**src/rtl/imem_loader.sv**
```systemverilog
// Program loader: synchronises an async byte stream, packs little-endian 32-bit words
// into imem write pulses, and holds the core in reset until the load finishes.
module imem_loader #(
  parameter int NUM_WORDS   = 64,
  parameter int SYNC_STAGES = 2
) (
  input  logic        clk,
  input  logic        rst_n,
  input  logic        load_req,
  input  logic [7:0]  byte_in,
  input  logic        byte_strobe,
  output logic [31:0] imem_wr_data,
  output logic        imem_wr_en,
  output logic        cpu_rst_n,
  output logic        loading,
  output logic [7:0]  word_count,
  output logic        load_done
);

  typedef enum logic [1:0] {IDLE, LOAD, RUN} state_t;

  localparam logic [7:0] NUM_W8 = 8'(NUM_WORDS);

  state_t                 state_q, state_d;
  logic [SYNC_STAGES-1:0] req_sync_q, stb_sync_q;
  logic                   req_prev_q, stb_prev_q;
  logic [1:0]             idx_q, idx_d;
  logic [23:0]            asm_q, asm_d;
  logic [31:0]            wr_data_q, wr_data_d;
  logic                   wr_en_q, wr_en_d;
  logic [7:0]             cnt_q, cnt_d;

  logic load_req_s, strobe_s, byte_evt, load_req_rise;

  assign load_req_s    = req_sync_q[SYNC_STAGES-1];
  assign strobe_s      = stb_sync_q[SYNC_STAGES-1];
  assign byte_evt      = strobe_s & ~stb_prev_q;
  assign load_req_rise = load_req_s & ~req_prev_q;

  always_ff @(posedge clk or negedge rst_n) begin
    if (!rst_n) begin
      req_sync_q <= '0;
      stb_sync_q <= '0;
      req_prev_q <= 1'b0;
      stb_prev_q <= 1'b0;
      state_q    <= IDLE;
      idx_q      <= 2'd0;
      asm_q      <= 24'd0;
      wr_data_q  <= 32'd0;
      wr_en_q    <= 1'b0;
      cnt_q      <= 8'd0;
    end else begin
      req_sync_q <= {req_sync_q[SYNC_STAGES-2:0], load_req};
      stb_sync_q <= {stb_sync_q[SYNC_STAGES-2:0], byte_strobe};
      req_prev_q <= load_req_s;
      stb_prev_q <= strobe_s;
      state_q    <= state_d;
      idx_q      <= idx_d;
      asm_q      <= asm_d;
      wr_data_q  <= wr_data_d;
      wr_en_q    <= wr_en_d;
      cnt_q      <= cnt_d;
    end
  end

  // The write pulse and count are registered together, so a pulse launched on the
  // last accepted byte always completes even if the state leaves LOAD next edge.
  always_comb begin
    state_d   = state_q;
    idx_d     = idx_q;
    asm_d     = asm_q;
    wr_data_d = wr_data_q;
    wr_en_d   = 1'b0;
    cnt_d     = cnt_q;
    case (state_q)
      IDLE: begin
        if (load_req_s) begin
          state_d = LOAD;
          idx_d   = 2'd0;
          cnt_d   = 8'd0;
        end
      end
      LOAD: begin
        if (!load_req_s || cnt_q == NUM_W8) begin
          state_d = RUN;
        end else if (byte_evt) begin
          idx_d = idx_q + 2'd1;
          case (idx_q)
            2'd0: asm_d[7:0]   = byte_in;
            2'd1: asm_d[15:8]  = byte_in;
            2'd2: asm_d[23:16] = byte_in;
            default: begin
              wr_data_d = {byte_in, asm_q};
              wr_en_d   = 1'b1;
              cnt_d     = cnt_q + 8'd1;
            end
          endcase
        end
      end
      RUN: begin
        if (load_req_rise) begin
          state_d = LOAD;
          idx_d   = 2'd0;
          cnt_d   = 8'd0;
        end
      end
      default: state_d = IDLE;
    endcase
  end

  assign imem_wr_data = wr_data_q;
  assign imem_wr_en   = wr_en_q;
  assign cpu_rst_n    = (state_q == RUN);
  assign loading      = (state_q == LOAD);
  assign load_done    = (state_q == RUN);
  assign word_count   = cnt_q;

endmodule

```
**config.mk**
```make
export PLATFORM = sky130hd
export DESIGN_NAME = imem_loader
export DESIGN_NICKNAME = d
export VERILOG_FILES = /design/src/rtl/imem_loader.sv
export SDC_FILE = /design/constraint.sdc
export NUM_CORES = 1
export LEC_CHECK = 0
export CAP_MARGIN = 20
export CORE_MARGIN = 3
export CORE_UTILIZATION = 25
export DETAILED_ROUTE_END_ITERATION = 10
export GPL_ROUTABILITY_DRIVEN = 0
export MAX_ROUTING_LAYER = met4
export PLACE_DENSITY_LB_ADDON = 0.12
export SLEW_MARGIN = 25
export SYNTH_ARGS = -nofsm -noshare
export SYNTH_HDL_FRONTEND = slang
export SYNTH_SLANG_ARGS = --single-unit
```
**constraint.sdc**
```tcl
create_clock -name clk -period 2.27 [get_ports clk]
set_clock_uncertainty 0.05 [all_clocks]
set_input_delay 0.5675 -clock clk [delete_from_list [all_inputs] [get_ports clk]]
set_output_delay 0.5675 -clock clk [all_outputs]
set_load 0.01 [all_outputs]
```
# Word level (Yosys, flattened, before mapping)
# Index checks and enable logic that the tools add are counted.
# op_classes
n_addsub	2
eq_ne	11
mux	19
n_bitwise	6
n_reduce_logical	13
# op_table
op	count
$mux 8	5
$pmux 8 s3	1
$reduce_and 4->1	4
$mux 2	7
$pmux 2 s3	2
$add 8x1->8 const B	1
$eq 8x7->1 const B	1
$ne 2x1->1 const B	3
$ne 2x2->1 const B	3
$reduce_and 6->1	1
$reduce_and 5->1	1
$eq 2x1->1 const B	2
$eq 2x2->1 const B	2
$logic_not 2->1	2
$mux 1	4
$not 1->1	4
$reduce_and 3->1	1
$reduce_bool 3->1	1
$reduce_or 3->1	1
$add 2x1->2 const B	1
$and 1x1->1	2
$logic_not 1->1	1
$logic_or 1x1->1	1
# word_totals
register_bits	75
in_bits	12

# Logic depth before layout (Yosys ltp)
# logic_depth
word_depth	6
mapped_depth	7
ltp_nobuf	6

# Worst setup path after synthesis
# No wires, ideal clock.
# synth_path
path_kind	reg2reg
from	reg cnt_q[0], in the netlist word_count[0]
to	reg wr_data_q[10], in the netlist imem_wr_data[10]
t_arrival_ps	1812
setup_slack_ps	283
path_stages_with_launch	7
period_less_slack_ps	1987
path_cell_list	dfrtp_1 > inv_1 > ha_1 > and4bb_4 > a211oi_4 > buf_4 > mux2_2
# synth_between
elab_chain_cells	4
# synth_lines
item	line_no	text
start, declared	31	logic [7:0] cnt_q, cnt_d;
start signal, assigned	62	cnt_q <= cnt_d;
$eq 8x7->1	84	if (!load_req_s || cnt_q == NUM_W8) begin
$logic_or 1x1->1	84	
$not 1->1 (no line)	-	
$reduce_and 4->1 (no line)	-	
end signal, assigned	60	wr_data_q <= wr_data_d;
end, declared	29	logic [31:0] wr_data_q, wr_data_d;
# No other way between the ends.
# A chain may end at the register's enable or synchronous reset.

# Final worst setup path
# layout_path
from	reg state_q[0]
to	out load_done
# layout_between
elab_chain_cells	1
# layout_lines
item	line_no	text
start, declared	24	state_t state_q, state_d;
start signal, assigned	57	state_q <= state_d;
$eq 2x2->1	115	assign load_done = (state_q == RUN);
end, declared	17	output logic load_done
# No other way between the ends.

==> results.toml <==
[sta]
finalHoldViolations = 0
worstMarginPinSlew_ns = 0.4100
min_period_ns = 2.190
timing.final.crit_share_pct = 96.46
post-route-worst-setup-slack_ns = 0.08040
setup_tns_ns = 0
grt_setup_unrepaired = "false"
maxSlewHeadroom_pct = 72.58
fmax_mhz = 456.7
setup-violations-final = 0
final_max_slew_viol_count = 0

[drt]
avgViaCountPerCell = 4.236
drt.antenna.violating_nets = 0
postRouteWirelength_um = 6775
total_number_of_vias = 1902
routedWlPerCell_um = 15.09
violation_count_after_the_first_detailed_route_iteration = 105
remaining_drc_errors = 0
drt_pass1_iterations = 4

[die]
fp.dieW_um = 119.3
io_pins = 56
floorplan.initialDensity_pct = 26.17
core_area_sq_mm = 0.01226
die_height_um = 119.3
rows = 40
die_area_sq_mm = 0.01423

[grt]
grt_start_max_net_pins = 42
first_global_vias = 1994
grt_antenna_before_repair = 0
global_route_wire_length_before_repair_um = 11230
grt.total_usage_pct = 10.40
grt_remaining_overflow = 0

[critical_path]
r2r_setup_slack_ns = 0.29
setup.worst_path.class = "reg2out"
kind_of_launch_point_of_the_worst_setup_path = "flop"
critical_path.reg2reg.startpoint = "word_count[0]"
r2r_cells = 6
critical_path_required_ns = 1.65
worst_setup_path_end_kind = "output pin"
cp_max_fo = 7
r2r-end = "imem_wr_data[9]"
critical_path_arrival_ns = 1.57

[clock_network]
cts-buffers-inserted = 9
cts.reportedPaths.clkPinSlew_ns = 0.05
cts_buffer_depth = 2
cts-htree-levels = 3
clkSinkCount = 75
clock_latency_ns = 0.33
cts.root.buffer_cell = "sky130_fd_sc_hd__clkbuf_16"
tritoncts = "yes"
cts.hold.buffers_added = 0

[yosys]
yosys.area.top_type_share_pct = 58.48
synthCells = 211
syn_nets = 229
synth.cell_area_sq_mm = 0.003209
synth_top_cells_by_area = "sky130_fd_sc_hd__dfrtp_1 (58%), sky130_fd_sc_hd__mux2_2 (12%), sky130_fd_sc_hd__mux2_4 (11%)"
synth_sequential_area_ratio_pct = 58.48
yosys_top_cell_by_area = "sky130_fd_sc_hd__dfrtp_1"
synth_enable_flop_cells = 0
synth.avg_cell_area_sq_um = 15.21
async_reset_ff_share_pct = 100.0
synth_seq_cells = 75
yosys.cell_types.count = 34
synthMostInstantiatedCell = "sky130_fd_sc_hd__dfrtp_1"
ys_top_cells_by_count = "sky130_fd_sc_hd__dfrtp_1 (75), sky130_fd_sc_hd__mux2_2 (33), sky130_fd_sc_hd__mux2_4 (24)"
synthesis.yosys.warnings = 0
ys_dominant_reg_cell = "sky130_fd_sc_hd__dfrtp_1"

[power]
power.sequential.fraction_pct = 48.1
report.power.total_uw = 3382
swShare_pct = 23.80
power_report.internal_total_uw = 2578
power_frac_comb_pct = 13.3
pwr-share-clk_pct = 38.7
total_leakage_power_uw = 0.001944
peakVddDrop_mv = 0.2678
power_density_mw_per_mm2 = 796.5
p_sw_uw = 804.9

[placed_design]
pre_cts_slack_ns = 0.2789
post-dp-hpwl_um = 4546
io_buffer_count = 55

[flow_run]
timing.max_cap.violations = 0

[cells_and_area]
syn_to_final_growth_pct = 32.32
antenna_cells = 0
drive_above_1_share_pct = 33.45
num-nets-final = 295

[worst_hold_path]
hp-class = "in2async"

[status]
status = "completed"
==> worst max path at each step <==
stage	from	to	slack [ns]	cells past startpoint
after detailed placement	word_count[0]	imem_wr_data[9]	0.28	6
after CTS	state_q[0]	load_done	0.03	2
after global placement	word_count[1]	imem_wr_data[27]	0.27	6
after floorplan	word_count[0]	imem_wr_data[10]	0.28	6
after global routing	state_q[0]	load_done	0.006	2
final	state_q[0]	load_done	0.08	2
==> area by class of cell <==
| type | instances | area (sq um) |
|---|---|---|
| Fill cell | 1213 | 8015 |
| Sequential cell | 75 | 1878 |
| Multi-Input combinational cell | 120 | 1222 |
| Timing Repair Buffer | 64 | 639.4 |
| Clock buffer | 11 | 242.7 |
| Tap cell | 168 | 210.2 |
| Clock inverter | 4 | 27.53 |
| Inverter | 7 | 26.28 |
==> flip-flops by register name, summed over array words and instances, names as in the netlist <==
register      count
asm_q            24
idx_q             2
stb_sync_q        2
req_prev_q        1
state_q           2
imem_wr_en        1
word_count        8
imem_wr_data     32
req_sync_q        2
stb_prev_q        1
==> metrics by stage <==
stage	cell area [sq um]	instances	util (%)	hold slack (ns)
CTS	4245	449	34.62	0.07479
global route	4247	449	34.63	0.08959
floorplan	3209	211	-	0.2219
global placement	3974	434	32.41	0.2847
detailed placement	3974	434	32.41	0.2864
finish	4247	449	34.63	0.07429
==> worst max-delay path: stages, from the launching register on <==
cell and delay, ns:
sky130_fd_sc_hd__dfrtp_2 0.45, sky130_fd_sc_hd__and2b_1 0.25, sky130_fd_sc_hd__clkdlybuf4s50_1 0.55
==> layer usage <==
| layer | part of all wire, % | GRT usage (%) | up-vias |
|---|---|---|---|
| met5 | 0 | - | - |
| met4 | 1.3 | 4.080 | 0 |
| met3 | 4.0 | 3.181 | 5 |
| met2 | 45 | 14.77 | 32 |
| met1 | 49 | 13.90 | 974 |
| li1 | - | - | 891 |
==> power groups by stage <==
stage	Combinational [uW]	Clock [uW]	Sequential, uW
final	448	1310	1630
after global routing	491	1420	1660
after global placement	451	0	1650
after CTS	455	1360	1630
after detailed placement	453	0	1650
after floorplan	311	0	1620
==> logic make-up after synthesis <==
| family | after synthesis | synth area share [%] |
|---|---|---|
| compound gates | 25 | 5.536 |
| xor+xnor | 1 | 0.2730 |
| fa+ha+maj | 6 | 2.339 |
| buf+inv | 16 | 3.509 |
| flops | 75 | 58.48 |
| mux | 57 | 22.81 |
| simple gates | 31 | 7.057 |
==> timing repair <==
action	in CTS	in global routing
gates resized for setup	2	1
buffers inserted	0	0
setup endpoints to repair	1	2
==> cells in the final DEF, fill, tap and decap left out, types with 3 or more instances in the layout <==
master                            count
sky130_fd_sc_hd__a31oi_1              4
sky130_fd_sc_hd__nand2_1              4
sky130_fd_sc_hd__a21oi_1              3
sky130_fd_sc_hd__and3_1               5
sky130_fd_sc_hd__dfrtp_1             74
sky130_fd_sc_hd__clkdlybuf4s50_1     53
sky130_fd_sc_hd__o21ai_0              9
sky130_fd_sc_hd__buf_4                8
sky130_fd_sc_hd__nand3_1              3
sky130_fd_sc_hd__mux2_4              24
sky130_fd_sc_hd__ha_1                 6
sky130_fd_sc_hd__clkbuf_16            9
sky130_fd_sc_hd__nor2_1               5
sky130_fd_sc_hd__and3_4               3
sky130_fd_sc_hd__inv_1                7
sky130_fd_sc_hd__mux2_2              33
Power figures use the tool's default switching activity.
==> edit: new RTL, same settings <==
Make the reset (`rst_n`) synchronous in one clocked block. Comments in the files are not updated.
--- a/src/rtl/imem_loader.sv
+++ b/src/rtl/imem_loader.sv
@@ -39,3 +39,3 @@
 
-  always_ff @(posedge clk or negedge rst_n) begin
+  always_ff @(posedge clk) begin
     if (!rst_n) begin
Function: differs if rst_n is asserted again (counterexample within 4 cycles, from zero or initial values and one cycle with rst_n low); with rst_n held inactive, the same outputs for 10 cycles.
==> edit against the unedited design <==
Sequential share of layout area decreased by 6.5 points; routed wire length up 8.5%; count of clock-buffer cells in the layout is the same; worst setup slack gained 0.091 ns; highest routed layer unchanged; critical path type unchanged; design area fell by 6.2%; die area decreased by 8.3%; cell count is 19% higher; non-clock buffer count rose by 2; hold slack better by 0.31 ns; area after synthesis shrank 8.8%; sequential cell count is the same; largest cell class unchanged.
Power is not compared: it rests on default switching activity, and its combinational part moved more than twofold at a synthesized area within 25%.
==> edit: results (changes against the unedited design) <==
| Metric | Value |
|---|---|
| Maximum VDD drop | 0.377 mV |
| R2r startpoint | word_count[1] (was word_count[0]) |
| Post-synth ARST share | 0 (was 1.00) |
| Fin nets | 406 (was 295) |
| Post-synth top cells | nand2_1 (104), dfxtp_1 (75), a21oi_1 (37) (was dfrtp_1 (75), mux2_2 (33), mux2_4 (24)) |
| Vias per inst | 4.53 (was 4.24) |
| Yosys cell types | 38 (was 34) |
| Synth Warn # | 0 (unchanged) |
| WL final | 7350 microns (was 6780 microns) |
| Vias in the first global route | 2390 (was 1994) |
| WHS | 0.383 ns (was 0.0743 ns) |
| Placed Instance Area | 3680 sq um (was 3970 sq um) |
| Mapped Nets | 348 (was 229) |
| Share of cells above drive strength 1 | 0.0891 (was 0.335) |
| Synth Area in Adders | 0.0256 (was 0.0234) |
| Worst min path class | reg -> reg (was in -> async) |
| P_leak | 1.53 nW |
| First-pass GRT wire length | 12300 microns (was 11200 microns) |
| Sequential area share after synthesis | 0.513 (was 0.585) |
| Worst Setup SP | state_q[1] (was state_q[0]) |
| Xor/xnor share of the synthesized area | 0 (was 0.00273) |
| Syn Inst Count | 330 (was 211) |
| Dpl ws | 0.299 ns (was 0.279 ns) |
| Max Clock Freq | 476 MHz (was 457 MHz) |
| Post-Place Cells | 517 (was 434) |
| Reg2reg setup slack | 0.35 ns (was 0.29 ns) |
| PostCTS Resize Cnt | 0 (was 2) |
| 1st-iter DRT viols | 117 (was 105) |
| Max reg flops | 32 (unchanged) |
| Pre-antenna DRT Iters | 4 (unchanged) |
| Min-delay src | req_sync_q[0] |
| Critical Path AT | 1.48 ns (was 1.57 ns) |
| Clock Path Buffers | 2 (unchanged) |
| TritonCTS Buffers | 9 (unchanged) |
| HPWL after detailed placement | 5120 microns (was 4550 microns) |
| # diodes | 0 (unchanged) |
| Global-route usage over all layers | 0.122 (was 0.104) |
| Post-synthesis mux area share | 0.0855 (was 0.228) |
| Status | finished clean (unchanged) |
| Fillcell total | 1182 (was 1213) |
| Slew @ Worst Pin | 0.465 ns (was 0.410 ns) |
| Synth Area in Compound Gates | 0.133 (was 0.0554) |
| Wire per inst | 13.8 microns (was 15.1 microns) |
| Pin count of the biggest net entering global routing | 45 (was 42) |
| Switch Pwr | 0.606 mW |
| Fin area | 3980 sq um (was 4250 sq um) |
| Clk slew on worst S/H paths | 0.06 ns |
| Ranking of synthesized cells by area | dfxtp_1 (51%), nand2_1 (13%), mux2i_1 (8.5%), a21oi_1 (6.3%), ha_1 (2.6%) (was dfrtp_1 (58%), mux2_2 (12%), mux2_4 (11%), ha_1 (2.3%), buf_6 (2.1%)) |
| Critical path peak fanout | 5 (was 7) |
edit: cell count changes after synthesis, sizes merged, moves of 25 or more:
cell,delta
a21oi,+33
dfrtp,-75
dfxtp,+75
mux2,-57
mux2i,+25
nand2,+103
edit: cells by family after synthesis:
logic type	count (synthesis)
adders and majority gates	6
buffers and inverters	26
AOI/OAI and AO/OA	63
DFF	75
muxes	25
and+or+nand+nor	135
edit: path summary, 6_finish.rpt:
| kind | cells after the start | end |
|---|---|---|
| max | 2 | load_done |
| min | 1 | req_sync_q[1] |
| max reg2reg | 6 | asm_q[7] |
| min reg2reg | 1 | req_sync_q[1] |
edit: per-layer routing:
layer | up-vias | part of all wire | wire [microns] | GRT usage
li1 | 1230 | - | - | -
met1 | 1121 | 0.53 | 3900 | 0.174
met4 | 0 | 0.011 | 80 | 0.0451
met2 | 60 | 0.41 | 2990 | 0.171
met3 | 5 | 0.052 | 380 | 0.0233
met5 | - | 0 | 0 | -
edit: critical path, cell delays in order (launching register included):
cell and delay [ns]:
dfxtp_1 0.38, nor2b_1 0.22, clkdlybuf4s50_1 0.57
edit: power by group through the flow:
stage | sequential [mW] | clock, mW | combinational [mW]
finish | 1.33 | 1.43 | 0.0962
detailed placement | 1.36 | 0 | 0.0978
global route | 1.33 | 1.53 | 0.106
CTS | 1.33 | 1.47 | 0.0979
floorplan | 1.35 | 0 | 0.0471
global placement | 1.36 | 0 | 0.0976
edit: area by class of cell:
type                       count  area share
multi-input combinational    229       0.331
clock inverter                 5      0.0154
timing repair buffer          66       0.165
tap                          140      0.0440
sequential                    75       0.377
inverter                       7     0.00660
clock buffer                  11      0.0610
